`src/rtl/playback_pkg.sv`:
```
// Shared definitions for the playback sequencer.
// Holds the FSM state encoding, the decoded user command type, the default
// timing parameters and the command priority helper used by the top level.
package playback_pkg;

    // clk cycles per duration tick, idle cycles after a note pulse, position width
    localparam int DEF_TICK_DIV = 250000;
    localparam int DEF_SETTLE   = 2;
    localparam int DEF_POS_W    = 9;

    typedef enum logic [2:0] {
        ST_IDLE   = 3'd0,
        ST_PLAY   = 3'd1,
        ST_PAUSE  = 3'd2,
        ST_DONE   = 3'd3,
        ST_REWIND = 3'd4
    } state_t;

    typedef enum logic [2:0] {
        CMD_NONE      = 3'd0,
        CMD_STOP      = 3'd1,
        CMD_PAUSE     = 3'd2,
        CMD_PLAY      = 3'd3,
        CMD_STEP_BACK = 3'd4,
        CMD_STEP_FWD  = 3'd5
    } cmd_t;

    // Collapse simultaneous command pulses to the single winner:
    // stop > pause > play > step_back > step_fwd.
    function automatic cmd_t pick_cmd(input logic stop, input logic pause,
                                      input logic play, input logic step_back,
                                      input logic step_fwd);
        if (stop)
            return CMD_STOP;
        else if (pause)
            return CMD_PAUSE;
        else if (play)
            return CMD_PLAY;
        else if (step_back)
            return CMD_STEP_BACK;
        else if (step_fwd)
            return CMD_STEP_FWD;
        else
            return CMD_NONE;
    endfunction

endpackage

```
`src/rtl/playback_sequencer_tick_gen.sv`:
```
// Duration tick divider.
// Counts enabled clk cycles 0..DIV-1 and raises tick for the cycle in which
// the count sits at DIV-1. Holding enable low freezes the count; clear
// returns it to 0 and wins over enable.
// Ports:
//   clk, rst  : clock, asynchronous active-low reset
//   enable    : count this cycle
//   clear     : force count to 0 at the next edge
//   tick      : single-cycle pulse on the last counted cycle of each period
module tick_gen #(
    parameter int DIV = 4
) (
    input  logic clk,
    input  logic rst,
    input  logic enable,
    input  logic clear,
    output logic tick
);

    localparam int CW = (DIV < 2) ? 1 : $clog2(DIV);

    logic [CW-1:0] cnt;

    assign tick = enable && (cnt == CW'(DIV - 1));

    always_ff @(posedge clk or negedge rst) begin
        if (!rst)
            cnt <= '0;
        else if (clear)
            cnt <= '0;
        else if (enable)
            cnt <= tick ? '0 : cnt + 1'b1;
    end

endmodule

```
`src/rtl/playback_sequencer.sv`:
```
// Playback sequencer: walks a note_shifter through a song.
// Times each note in ticks of TICK_DIV clk cycles, pulses note_advance when
// a note's duration expires, supports pause/resume, manual stepping, and a
// rewind that reverses the shifter back to the start of the song before a
// new song selection is applied. After every note pulse the block waits
// SETTLE cycles (shifter ROM latency) before it samples note_dur/next_valid
// or accepts commands again.
// Ports:
//   clk, rst                        : clock, asynchronous active-low reset
//   play/pause/stop/step_fwd/back   : single-cycle command pulses
//   song_req                        : requested song
//   note_dur                        : current note duration in ticks (0 = 1)
//   next_valid                      : a note follows the current one
//   note_advance, note_reverse      : single-cycle pulses to note_shifter
//   song_sel                        : song applied to note_shifter
//   playing                         : high exactly in PLAY
//   busy                            : settling after a pulse or rewinding
//   pos                             : notes advanced from song start
//   fsm_state                       : current FSM state for observation
module playback_sequencer
    import playback_pkg::*;
#(
    parameter int TICK_DIV = DEF_TICK_DIV,
    parameter int SETTLE   = DEF_SETTLE,
    parameter int POS_W    = DEF_POS_W
) (
    input  logic             clk,
    input  logic             rst,
    input  logic             play,
    input  logic             pause,
    input  logic             stop,
    input  logic             step_fwd,
    input  logic             step_back,
    input  logic [1:0]       song_req,
    input  logic [7:0]       note_dur,
    input  logic             next_valid,
    output logic             note_advance,
    output logic             note_reverse,
    output logic [1:0]       song_sel,
    output logic             playing,
    output logic             busy,
    output logic [POS_W-1:0] pos,
    output state_t           fsm_state
);

    localparam int SW = (SETTLE < 1) ? 1 : $clog2(SETTLE + 1);

    state_t           state, state_d;
    logic [POS_W-1:0] pos_d;
    logic [SW-1:0]    settle_cnt, settle_d;
    logic [7:0]       dur_cnt, dur_d;
    logic             pending, pend_d;
    logic [1:0]       song_d;

    logic             settling;
    logic             tick, tick_en, tick_clr;
    logic             adv, rev;
    logic             can_adv, expire;
    logic [7:0]       eff_dur;
    cmd_t             cmd;

    tick_gen #(.DIV(TICK_DIV)) u_tick (
        .clk    (clk),
        .rst    (rst),
        .enable (tick_en),
        .clear  (tick_clr),
        .tick   (tick)
    );

    assign settling = (settle_cnt != '0);
    assign eff_dur  = (note_dur == 8'd0) ? 8'd1 : note_dur;
    assign can_adv  = next_valid && (pos != {POS_W{1'b1}});
    // Expiry is judged on the tick that completes the last tick of the note,
    // so the pulse lands in the same cycle as that tick.
    assign expire   = tick && (({1'b0, dur_cnt} + 9'd1) >= {1'b0, eff_dur});

    always_ff @(posedge clk or negedge rst) begin
        if (!rst) begin
            state      <= ST_IDLE;
            pos        <= '0;
            settle_cnt <= '0;
            dur_cnt    <= '0;
            pending    <= 1'b0;
            song_sel   <= 2'd0;
        end else begin
            state      <= state_d;
            pos        <= pos_d;
            settle_cnt <= settle_d;
            dur_cnt    <= dur_d;
            pending    <= pend_d;
            song_sel   <= song_d;
        end
    end

    always_comb begin
        state_d  = state;
        pos_d    = pos;
        dur_d    = dur_cnt;
        pend_d   = pending;
        song_d   = song_sel;
        settle_d = settling ? settle_cnt - 1'b1 : settle_cnt;
        adv      = 1'b0;
        rev      = 1'b0;
        tick_en  = 1'b0;
        tick_clr = 1'b0;
        // Commands that arrive while settling are dropped, not deferred.
        cmd      = settling ? CMD_NONE
                            : pick_cmd(stop, pause, play, step_back, step_fwd);

        if ((state == ST_PLAY || state == ST_PAUSE || state == ST_DONE) &&
            (song_req != song_sel))
            pend_d = 1'b1;

        case (state)
            ST_IDLE: begin
                tick_clr = 1'b1;
                dur_d    = '0;
                if (!settling) begin
                    if (song_req != song_sel && pos != '0) begin
                        // Shifter must be back at note 0 before switching songs.
                        state_d = ST_REWIND;
                        pend_d  = 1'b1;
                    end else begin
                        if (song_req != song_sel)
                            song_d = song_req;
                        case (cmd)
                            CMD_PLAY:      state_d = ST_PLAY;
                            CMD_STEP_FWD:  adv = can_adv;
                            CMD_STEP_BACK: rev = (pos != '0);
                            default: ;
                        endcase
                    end
                end
            end

            ST_PLAY: begin
                tick_en = !settling;
                if (tick)
                    dur_d = dur_cnt + 8'd1;
                if (cmd == CMD_STOP) begin
                    state_d = ST_REWIND;
                end else begin
                    if (expire) begin
                        if (can_adv) begin
                            adv      = 1'b1;
                            dur_d    = '0;
                            tick_clr = 1'b1;
                        end else begin
                            state_d = ST_DONE;
                        end
                    end
                    // A pause coinciding with expiry still lets the note change.
                    if (cmd == CMD_PAUSE && state_d == ST_PLAY)
                        state_d = ST_PAUSE;
                end
            end

            ST_PAUSE: begin
                case (cmd)
                    CMD_STOP: state_d = ST_REWIND;
                    CMD_PLAY: state_d = ST_PLAY;
                    // A manual step starts the new note from a fresh count.
                    CMD_STEP_FWD: begin
                        if (can_adv) begin
                            adv      = 1'b1;
                            dur_d    = '0;
                            tick_clr = 1'b1;
                        end
                    end
                    CMD_STEP_BACK: begin
                        if (pos != '0) begin
                            rev      = 1'b1;
                            dur_d    = '0;
                            tick_clr = 1'b1;
                        end
                    end
                    default: ;
                endcase
            end

            ST_DONE: begin
                tick_clr = 1'b1;
                dur_d    = '0;
                if (cmd == CMD_PLAY || cmd == CMD_STOP)
                    state_d = ST_REWIND;
            end

            ST_REWIND: begin
                tick_clr = 1'b1;
                dur_d    = '0;
                if (!settling) begin
                    if (pos == '0) begin
                        state_d = ST_IDLE;
                        if (pending)
                            song_d = song_req;
                        pend_d = 1'b0;
                    end else begin
                        rev = 1'b1;
                    end
                end
            end

            default: state_d = ST_IDLE;
        endcase

        if (adv) begin
            pos_d    = pos + 1'b1;
            settle_d = SW'(SETTLE);
        end
        if (rev) begin
            pos_d    = pos - 1'b1;
            settle_d = SW'(SETTLE);
        end
    end

    // Pulses are decoded from live command inputs in IDLE/PAUSE, so they are
    // gated by rst to stay low throughout reset.
    assign note_advance = adv & rst;
    assign note_reverse = rev & rst;
    assign playing      = (state == ST_PLAY);
    assign busy         = settling || (state == ST_REWIND);
    assign fsm_state    = state;

endmodule

```
`config.mk`:
```
export PLATFORM = sky130hd
export DESIGN_NAME = playback_sequencer
export DESIGN_NICKNAME = d
export VERILOG_FILES = /design/src/rtl/playback_pkg.sv /design/src/rtl/playback_sequencer_tick_gen.sv /design/src/rtl/playback_sequencer.sv
export SDC_FILE = /design/constraint.sdc
export NUM_CORES = 1
export LEC_CHECK = 0
export ABC_CLOCK_PERIOD_IN_PS = 5900
export CORE_MARGIN = 2
export CORE_UTILIZATION = 31
export DETAILED_ROUTE_END_ITERATION = 16
export HOLD_SLACK_MARGIN = 0.08
export SETUP_SLACK_MARGIN = 0.2
export SKIP_CTS_REPAIR_TIMING = 1
export SYNTH_ARGS = -nofsm -noshare
export SYNTH_HDL_FRONTEND = slang
export SYNTH_SLANG_ARGS = --single-unit
export TNS_END_PERCENT = 10
```
`constraint.sdc`:
```
create_clock -name clk -period 5.9 [get_ports clk]
set_clock_uncertainty 0.1 [all_clocks]
set_input_delay 1.18 -clock clk [delete_from_list [all_inputs] [get_ports clk]]
set_output_delay 1.18 -clock clk [all_outputs]
set_load 0.02 [all_outputs]
```
==> qor.csv <==
metric,value,unit
status,completed,
cts-root-buf,clkbuf_8,
layout_setup_ws,0.7157,ns
grtUsageTotal,13.42,%
cp.arrival,3.90,ns
synth_nets,368,
vias_per_cell,5.020,
overflow,0,
slew_headroom,38.96,%
yosysUniqueCellTypes,56,
hold_violations,0,
grt_pass1_vias,2502,
die-height,101.4,um
antenna_cells,0,
critPathKind,input pin to primary output,
via_count,2480,
fillers,981,
crit_fanout,6,
initial_core_util,31.82,%
coreArea,0.009240,mm^2
critPathLaunchType,input pin,
period_share,87.87,%
final_layout_size_suffix_gt1_share,6.575,%
peakVddDrop,0.0002307,V
hp-class,flop to flop,
clk_latency,0.29,ns
area_growth,19.11,%
synth-main-ff-cell,dfrtp_1,
grt_pass1_wl,11170,um
p_per_area,337.3,mW/mm^2
clk_pin_slew,0.08,ns
whs,0.4364,ns
drt_pass1_iterations,4,
num_rows,35,
synth.largest_area_cell,dfrtp_1,
place.gp.congestion,0.8186,
yosysMostFrequentCell,dfrtp_1,
numCtsBuffers,5,
max_slew.worst_pin.slew,0.9085,ns
nets,402,
clkSinkCount,43,
drv_cap,0,
p_total,1.181,mW
routed_wl,6521,um
drv_slew,0,
rrSetupSlack,1.66,ns
syn_inst,331,
synth_area,0.002940,mm^2
p_leak,1.436,nW
dp_slack,0.7225,ns
remaining_drc_errors,0,
synth_edf_count,0,
max_freq,192.9,MHz
ios,36,
finalSetupViolations,0,
drtIter0Drc,128,
synth_warnings,0,
rsz0062_at_grt,false,
hpwl,4759,um
wire_per_inst,13.20,um
synth-async-reset-ratio,100.0,%
die_x,101.4,um
ant_nets,0,
synthTopCellsByArea,"dfrtp_1 37%, ha_1 7.7%, xor2_1 5.7%, nor2_1 5.1%, xnor2_1 4.8%",
io_buffers,35,
worstSetupEndpointType,primary output,
synth_top_cells_by_count,"43 x dfrtp_1, 40 x nor2_1, 36 x nand2_1",
grt_max_degree,45,
htreeDepth,2,
cts_tree,done,
clockBufferDepth,2,
yosysSeqAreaShare,36.60,%
antenna_found_initial,0,
required,4.62,ns
tns,0,ns
avgSynthCellArea,8.883,um^2
period_needed,5.184,ns
dieArea,0.01028,mm^2
fin_util,37.90,%
synth_top_cell_area_share,36.60,%
synth-seq-cells,43,
[worst max-delay path: stages]
cell             delay, ns
clkdlybuf4s50_1       0.53
nor4b_4               0.30
nand2_1               0.11
or4b_1                0.50
a311o_1               0.41
inv_1                 0.11
and2_1                0.14
clkdlybuf4s50_1       0.62
[kinds of logic (layout without fill, tap and decap cells)]
family	after synthesis	in the layout	share of synthesized area, %
flip-flops	43	43	36.60
AO/OA/AOI/OAI	56	56	12.51
multiplexers	12	12	4.553
buffers and inverters	24	58	3.404
AND/OR/NAND/NOR	142	142	24.17
adder cells (fa/ha/maj)	19	19	8.341
XOR/XNOR	35	35	10.43
[flip-flops by register name (all words and copies together) (netlist names)]
signal and flops:
u_tick.cnt 18, pos 9, dur_cnt 8, fsm_state 3
settle_cnt 2, song_sel 2, pending 1
[area by class of cell]
cell class / count / area [um^2] / share of cell area [%]
clock inverter: 1 / 5.005 / 0.1429
inverter: 14 / 52.55 / 1.501
sequential: 43 / 1076 / 30.73
clock buffer: 6 / 82.58 / 2.358
timing repair buffer: 37 / 360.3 / 10.29
tap: 129 / 161.4 / 4.609
multi-input combinational: 264 / 1764 / 50.38
[cell usage in the layout, fill, tap and decap left out, drive strengths merged, types with 2 or more instances in the layout]
cell | synthesis | layout
o21ai | 9 | 9
nand4 | 6 | 6
nor2 | 40 | 40
nand2 | 37 | 37
ha | 18 | 18
clkbuf | 7 | 6
nand2b | 2 | 2
and4 | 2 | 2
nor2b | 3 | 3
xor2 | 19 | 19
inv | 14 | 14
or3 | 3 | 3
o311ai | 3 | 3
mux2 | 11 | 11
buf | 3 | 3
dfrtp | 43 | 43
a21oi | 20 | 20
a21o | 2 | 2
clkdlybuf4s50 | 0 | 34
xnor2 | 16 | 16
o31ai | 2 | 2
nand3 | 21 | 21
nor4b | 3 | 3
a311oi | 3 | 3
nor4 | 2 | 2
and3 | 5 | 5
nor3 | 10 | 10
a32oi | 2 | 2
a211oi | 2 | 2
[per-layer routing]
layer | up-vias | GRT usage [%] | part of all wire [%]
li1 | 1247 | - | -
met1 | 1187 | 17.27 | 48
met2 | 41 | 22.87 | 48
met3 | 5 | 2.968 | 3.5
met4 | 0 | 3.430 | 1.0
met5 | - | 0 | 0
[power breakdown]
part | total [mW] | switching (mW) | internal (mW)
Combinational | 0.579 | 0.292 | 0.286
Clock | 0.187 | 0.0953 | 0.0919
Sequential | 0.415 | 0.0732 | 0.342
[per-stage QoR]
step / instances / instance area (um^2)
after floorplan: 331 / 2940
after global placement: 487 / 3415
after detailed placement: 487 / 3415
after CTS: 494 / 3502
after global routing: 494 / 3502
final: 494 / 3502
[path summary, 6_finish.rpt]
check                                     end          start  depth (start not counted)
worst max register to register         pos[7]  settle_cnt[0]                         15
worst max-delay path             note_reverse           stop                          8
worst min register to register  u_tick.cnt[3]  u_tick.cnt[3]                          1
worst min-delay path            u_tick.cnt[3]  u_tick.cnt[3]                          1
max in group asynchronous        fsm_state[0]            rst                          2
min in group asynchronous              pos[4]            rst                          2
Power figures use the tool's default switching activity.
